### src/rtl/int_issue_queue.sv
// Integer issue queue: age-ordered, compacting reservation station with CDB wakeup
// and oldest-ready selection, issuing at most one instruction per cycle.
module int_issue_queue #(
    parameter int unsigned DEPTH = 4
) (
    input  logic        clk,
    input  logic        rst,
    input  logic        en_int_dispatch,
    input  logic [31:0] disp_rs1_data,
    input  logic [31:0] disp_rs2_data,
    input  logic        disp_rs1_pend,
    input  logic        disp_rs2_pend,
    input  logic [5:0]  disp_rs1_tag,
    input  logic [5:0]  disp_rs2_tag,
    input  logic [5:0]  disp_rd_tag,
    input  logic [6:0]  disp_opcode,
    input  logic [2:0]  disp_func3,
    input  logic [6:0]  disp_func7,
    input  logic [31:0] disp_imm,
    input  logic        cdb_valid,
    input  logic [6:0]  cdb_tag,
    input  logic [31:0] cdb_data,
    input  logic        alu_ready,
    output logic        issueque_int_full,
    output logic        issue_valid,
    output logic [31:0] issue_rs1_data,
    output logic [31:0] issue_rs2_data,
    output logic [5:0]  issue_rd_tag,
    output logic [6:0]  issue_opcode,
    output logic [2:0]  issue_func3,
    output logic [6:0]  issue_func7,
    output logic [31:0] issue_imm,
    output logic [3:0]  iq_count
);

    typedef struct packed {
        logic        valid;
        logic        rs1_pend;
        logic        rs2_pend;
        logic [5:0]  rs1_tag;
        logic [5:0]  rs2_tag;
        logic [5:0]  rd_tag;
        logic [31:0] rs1_data;
        logic [31:0] rs2_data;
        logic [6:0]  opcode;
        logic [2:0]  func3;
        logic [6:0]  func7;
        logic [31:0] imm;
    } entry_t;

    entry_t           ent_q [DEPTH];
    entry_t           ent_d [DEPTH];
    // One spare zero entry so the top slot can shift in "empty" uniformly.
    entry_t           woke [DEPTH+1];
    entry_t           new_ent;
    logic [DEPTH-1:0] ready;
    logic             issue_fire;
    logic             disp_acc;
    logic [3:0]       sel_idx;
    logic [3:0]       disp_idx;
    logic [3:0]       count_q;
    logic [3:0]       count_d;
    logic             full_q;
    logic             full_d;
    logic [5:0]       cdb_tag_lo;
    logic             unused_cdb_tag_hi;

    logic [31:0] sel_rs1_data;
    logic [31:0] sel_rs2_data;
    logic [5:0]  sel_rd_tag;
    logic [6:0]  sel_opcode;
    logic [2:0]  sel_func3;
    logic [6:0]  sel_func7;
    logic [31:0] sel_imm;

    assign cdb_tag_lo        = cdb_tag[5:0];
    assign unused_cdb_tag_hi = cdb_tag[6];

    always_comb begin
        for (int i = 0; i < DEPTH; i++) begin
            woke[i] = ent_q[i];
            if (cdb_valid && ent_q[i].valid && ent_q[i].rs1_pend &&
                ent_q[i].rs1_tag == cdb_tag_lo) begin
                woke[i].rs1_pend = 1'b0;
                woke[i].rs1_data = cdb_data;
            end
            if (cdb_valid && ent_q[i].valid && ent_q[i].rs2_pend &&
                ent_q[i].rs2_tag == cdb_tag_lo) begin
                woke[i].rs2_pend = 1'b0;
                woke[i].rs2_data = cdb_data;
            end
        end
        woke[DEPTH] = '0;
    end

    // Readiness uses registered state only, so a same-edge wakeup is seen next cycle.
    always_comb begin
        ready        = '0;
        sel_idx      = '0;
        sel_rs1_data = '0;
        sel_rs2_data = '0;
        sel_rd_tag   = '0;
        sel_opcode   = '0;
        sel_func3    = '0;
        sel_func7    = '0;
        sel_imm      = '0;
        for (int i = 0; i < DEPTH; i++) begin
            ready[i] = ent_q[i].valid && !ent_q[i].rs1_pend && !ent_q[i].rs2_pend;
        end
        for (int i = DEPTH - 1; i >= 0; i--) begin
            if (ready[i]) begin
                sel_idx      = 4'(i);
                sel_rs1_data = ent_q[i].rs1_data;
                sel_rs2_data = ent_q[i].rs2_data;
                sel_rd_tag   = ent_q[i].rd_tag;
                sel_opcode   = ent_q[i].opcode;
                sel_func3    = ent_q[i].func3;
                sel_func7    = ent_q[i].func7;
                sel_imm      = ent_q[i].imm;
            end
        end
        issue_fire = alu_ready && (|ready);
    end

    always_comb begin
        disp_acc = en_int_dispatch && !full_q;
        disp_idx = count_q - {3'b000, issue_fire};

        new_ent          = '0;
        new_ent.valid    = 1'b1;
        new_ent.rs1_pend = disp_rs1_pend;
        new_ent.rs2_pend = disp_rs2_pend;
        new_ent.rs1_tag  = disp_rs1_tag;
        new_ent.rs2_tag  = disp_rs2_tag;
        new_ent.rd_tag   = disp_rd_tag;
        new_ent.rs1_data = disp_rs1_data;
        new_ent.rs2_data = disp_rs2_data;
        new_ent.opcode   = disp_opcode;
        new_ent.func3    = disp_func3;
        new_ent.func7    = disp_func7;
        new_ent.imm      = disp_imm;
        // Operand produced by this cycle's broadcast would otherwise miss it.
        if (cdb_valid && disp_rs1_pend && disp_rs1_tag == cdb_tag_lo) begin
            new_ent.rs1_pend = 1'b0;
            new_ent.rs1_data = cdb_data;
        end
        if (cdb_valid && disp_rs2_pend && disp_rs2_tag == cdb_tag_lo) begin
            new_ent.rs2_pend = 1'b0;
            new_ent.rs2_data = cdb_data;
        end

        for (int i = 0; i < DEPTH; i++) begin
            if (issue_fire && 4'(i) >= sel_idx) begin
                ent_d[i] = woke[i+1];
            end else begin
                ent_d[i] = woke[i];
            end
            if (disp_acc && 4'(i) == disp_idx) begin
                ent_d[i] = new_ent;
            end
        end

        count_d = count_q + {3'b000, disp_acc} - {3'b000, issue_fire};
        full_d  = (count_d == 4'(DEPTH));
    end

    always_ff @(posedge clk) begin
        if (rst) begin
            for (int i = 0; i < DEPTH; i++) begin
                ent_q[i] <= '0;
            end
            count_q        <= '0;
            full_q         <= 1'b0;
            issue_valid    <= 1'b0;
            issue_rs1_data <= '0;
            issue_rs2_data <= '0;
            issue_rd_tag   <= '0;
            issue_opcode   <= '0;
            issue_func3    <= '0;
            issue_func7    <= '0;
            issue_imm      <= '0;
        end else begin
            for (int i = 0; i < DEPTH; i++) begin
                ent_q[i] <= ent_d[i];
            end
            count_q     <= count_d;
            full_q      <= full_d;
            issue_valid <= issue_fire;
            if (issue_fire) begin
                issue_rs1_data <= sel_rs1_data;
                issue_rs2_data <= sel_rs2_data;
                issue_rd_tag   <= sel_rd_tag;
                issue_opcode   <= sel_opcode;
                issue_func3    <= sel_func3;
                issue_func7    <= sel_func7;
                issue_imm      <= sel_imm;
            end
        end
    end

    assign iq_count          = count_q;
    assign issueque_int_full = full_q;

endmodule

### config.mk
export PLATFORM = sky130hd
export DESIGN_NAME = int_issue_queue
export DESIGN_NICKNAME = d
export VERILOG_FILES = /design/src/rtl/int_issue_queue.sv
export SDC_FILE = /design/constraint.sdc
export NUM_CORES = 2
export LEC_CHECK = 0
export CORE_ASPECT_RATIO = 1.5
export CORE_MARGIN = 4
export CORE_UTILIZATION = 35
export DETAILED_ROUTE_END_ITERATION = 10
export PLACE_DENSITY = 0.57
export SYNTH_ARGS = -nofsm -noshare
export SYNTH_HDL_FRONTEND = slang
export SYNTH_SLANG_ARGS = --single-unit
### constraint.sdc
create_clock -name clk -period 4 [get_ports clk]
set_input_delay 0.4 -clock clk [delete_from_list [all_inputs] [get_ports clk]]
set_output_delay 0.4 -clock clk [all_outputs]
set_load 0.1 [all_outputs]
==> run summary <==
The flow ran to the end, and the final reports show no timing, DRC or antenna violations. The transition at the pin with the smallest max-transition slack is 1.15 ns. Using the TritonRoute via totals, the vias-per-cell ratio works out to 6.10. The clock tree skew after final layout is 0.0309 ns. The maximum number of buffers from clock root to sink came out at 3.

Leaving out fill and tap cells, the most frequent cell in the layout is sky130_fd_sc_hd__nor2_1. The headroom to the max-slew limit is 23.1%. The maximum clock rate is 259 MHz. The most used routing layer in global routing is met2. The peak fanout along the critical path is 14. In this run the critical register-to-register path is captured at ent_q[2][52]. For this design the ratio of total power to cell area is 743 nW/µm².

For this configuration, the core starts out at a cell density of 35.4%. The die footprint is 99300 µm². The placer congestion estimate came out at 0.846. The number of hold-repair buffers added at the cts stage is 0. The number of global-route vias before repair is 32287. For this run, asynchronously set or reset flops after synthesis account for 0%. The slack of the worst reg-to-reg path is 0.14 ns.

The count of max-cap constraint violations came out at 0. The part of the Yosys area used for sequential elements is 40.1%. The H-tree was split into 3 levels. Setup repair after global routing left no endpoint under its margin. The number of violations reported at the end of detailed-routing iteration 0 is 2890. The global routing usage summed across all routing layers came out at 26.3%.

The post-cts sizing count came out at 0. In the synthesized netlist the dominant register cell turns out to be sky130_fd_sc_hd__dfxtp_1. The total negative setup slack is 0 ns. For this run, global-route usage on met1 was measured as 31.5%.

The setup violation total in the final timing report came out at 0. The final count of pins violating max slew was 0. The minimum clock period after layout came out at 3.86 ns. The first detailed-routing pass ran for 8 iterations. The post-route fraction of the period consumed by the critical path is 96.6%.

The number of buffer and inverter instances along the worst setup path is 3. The kind of cell with the highest combined delay along the critical path is simple AND/OR/NAND/NOR gates. The mapped netlist covers 33000 µm². After technology mapping, the gate count stands at 4096. The tightest min-delay check is of the input pin to register type. STA classifies the critical path startpoint as a register. In this run the remaining antenna-violating nets after routing total 0. In the global route stage, met3 resource usage came out at 4.18%.

The initial antenna violation count is 6. 302 I/O pins were placed. In this run the cell area measured after placement is 37100 µm². The fraction of final layout cells sized beyond drive strength 1 is 6.96%. The horizontal extent of the die is 259 µm. Dividing the detail-routed wire length by the instance count gives 25.1 µm. The worst register-to-register path begins at ent_q[1][133].

The hold path depth is 2. The number of DRC violations after detailed routing is 0. From bottom edge to top edge, the die measures 384 µm.

The leakage power total is 14.5 nW. Relative to the synthesized area, the layout overhead comes to 20.2%. The number of different library cells in the post-synthesis netlist is 72. The floorplan row count is 137. The worst hold path endpoint is issue_rs2_data[1]. The number of hold-slack violations in the final timing report came out at 0. Each instance of the synthesized netlist takes up on average 8.05 µm². TritonCTS created 74 clock buffers. The clock slew seen by the registers of the worst setup and hold paths is 0.06 ns. The estimated wirelength of the detail-placed design came out at 80100 µm. The top cell types in the final layout, fill and taps aside, are 718 x sky130_fd_sc_hd__nor2_1, 661 x sky130_fd_sc_hd__dfxtp_1, 471 x sky130_fd_sc_hd__nand2_1. The pin count of the biggest net entering global routing came out at 209. Measured in cells, the most critical reg-to-reg path has a length of 14. The area inside the core boundary came out at 93200 µm². The required time of the critical path came out at 4.58 ns.

Input and output buffers added on the ports amount to 300. The number of setup buffers added after CTS is 0. The startpoint identified for the worst hold timing path is rst. The CTS tree is built.

Traced cell by cell, the critical path runs through or3b_2 > nand2_4 > o31ai_4 > inv_1 > ha_1 > ha_1 > xor2_1 > nor3_4 > buf_4 > nand4_4 > or3_1 > buf_4 > o31ai_1 > a221o_1. The final hold slack is 0.164 ns. The data arrival at the endpoint of the critical path is 4.45 ns. The total of fill cells in the finished design is 9439. After synthesis the netlist holds a flip-flop and latch count of 661. The clock root buffer is sky130_fd_sc_hd__clkbuf_16. Global routing finished with a remaining overflow of 0. The worst-case vdd ir drop came out at 0.000601 V. The worst setup path is captured at a register. The met2 routing resource usage after global routing came out at 45.0%. CTS saw 661 sinks. Yosys mapped a number of flops with a built-in enable equal to 0. Cells fill 42.5% of the core in the end.

The total detailed-routing wirelength is 137000 µm. The post-synthesis net count came out at 4282. The largest stage delay on the critical path is 0.63 ns.

The cell at the slowest stage of the critical path is sky130_fd_sc_hd__or3_1. The first global-routing pass estimated 204000 µm of wire. The overall via count from detail_route is 33263. The post-route total power came out at 0.0294 W.

The latest clock arrival within the worst-skew pair is 0.66 ns. The Yosys step of the flow raised 0 warnings. The summed area of non-filler cells in the final layout is 39600 µm². The kind of critical path is register to register. The layout net count is 4326.
final cells by class:
class / count / area, µm² / share of cell area (%)
Inverter: 44 / 165 / 0.417
Tap cell: 1251 / 1570 / 3.95
Timing Repair Buffer: 416 / 4190 / 10.6
Clock buffer: 116 / 2280 / 5.75
Clock inverter: 18 / 255 / 0.644
Sequential cell: 661 / 13200 / 33.4
Antenna cell: 4 / 10.0 / 0.0253
Multi-Input combinational cell: 2943 / 17900 / 45.2
registers in the layout (all words and copies together) (netlist names), 3 cells and up:
name            cells
ent_q             536
issue_imm          32
issue_rs1_data     32
issue_rs2_data     32
issue_func7         7
issue_opcode        7
issue_rd_tag        6
iq_count            4
issue_func3         3
through the flow:
stage          std cells  worst slack [ns]
2_1_floorplan       4096             0.644
3_3_place_gp        5315             0.258
3_5_place_dp        5315             0.198
4_1_cts             5449             0.162
5_1_grt             5451            0.0529
6_report            5453             0.135
cells by family after synthesis:
family                     count (synthesis)  share of synthesized area, %
adders and majority gates                  9                         0.364
xor gates and xnor gates                  64                          1.70
and+or+nand+nor                         1448                          18.1
buffers and inverters                    492                          6.13
AOI/OAI and AO/OA                       1281                          29.2
muxes                                    141                          4.38
DFF                                      661                          40.1
layer usage:
layer	routed length, µm	vias up
met5	9	-
met3	9920	358
li1	-	15221
met4	7830	2
met2	65800	1553
met1	53400	16129
synth_stat cells (all sizes together) (5+ instances only):
cell type / n / share of area [%]
xor2: 27 / 0.72
a211oi: 43 / 0.98
a32oi: 34 / 0.90
buf: 100 / 1.7
dfxtp: 661 / 40
nand4: 9 / 0.23
inv: 44 / 0.50
o31ai: 62 / 1.5
a221oi: 125 / 3.3
nor2b: 5 / 0.095
o22a: 95 / 2.5
or3: 24 / 0.46
nand2: 476 / 5.4
nor2: 722 / 8.2
nand3: 18 / 0.27
nor3: 128 / 2.0
clkbuf: 348 / 4.0
a21o: 31 / 0.71
a221o: 58 / 1.8
ha: 8 / 0.30
and3: 7 / 0.13
mux2i: 130 / 4.0
o21a: 6 / 0.14
a311oi: 201 / 5.3
a31oi: 5 / 0.095
o22ai: 176 / 3.3
a22oi: 137 / 3.1
nor3b: 5 / 0.16
a21oi: 157 / 2.4
o221ai: 54 / 1.4
mux2: 11 / 0.38
o21ai: 85 / 1.3
and2: 35 / 0.66
xnor2: 37 / 0.98
power breakdown:
group          total (W)  switching, W  internal, W  leakage, nW
sequential       0.00910       0.00104      0.00806         5.37
combinational     0.0131       0.00893      0.00414         7.84
clock            0.00726       0.00296      0.00430         1.25
total             0.0294        0.0129       0.0165         14.5
worst reg2reg max path: stages, from the launching register on:
cell                      delay, ns
sky130_fd_sc_hd__dfxtp_1       0.36
sky130_fd_sc_hd__or3b_2        0.28
sky130_fd_sc_hd__nand2_4       0.09
sky130_fd_sc_hd__o31ai_4       0.34
sky130_fd_sc_hd__inv_1         0.11
sky130_fd_sc_hd__ha_1          0.21
sky130_fd_sc_hd__ha_1          0.19
sky130_fd_sc_hd__xor2_1        0.19
sky130_fd_sc_hd__nor3_4        0.30
sky130_fd_sc_hd__buf_4         0.24
sky130_fd_sc_hd__nand4_4       0.24
sky130_fd_sc_hd__or3_1         0.63
sky130_fd_sc_hd__buf_4         0.34
sky130_fd_sc_hd__o31ai_1       0.10
sky130_fd_sc_hd__a221o_1       0.18
how the worst max path moves through the flow:
stage | from | end | slack, ns | depth (start not counted)
final | ent_q[1][133] | ent_q[2][52] | 0.14 | 14
after global routing | ent_q[1][133] | ent_q[2][70] | 0.05 | 14
after CTS | ent_q[1][133] | ent_q[2][52] | 0.16 | 14
after detailed placement | ent_q[1][133] | ent_q[2][52] | 0.20 | 14
after global placement | ent_q[1][133] | ent_q[2][64] | 0.26 | 14
after floorplan | ent_q[0][132] | ent_q[0][68] | 0.64 | 15
No activity file was read; power rests on OpenSTA's default activity.
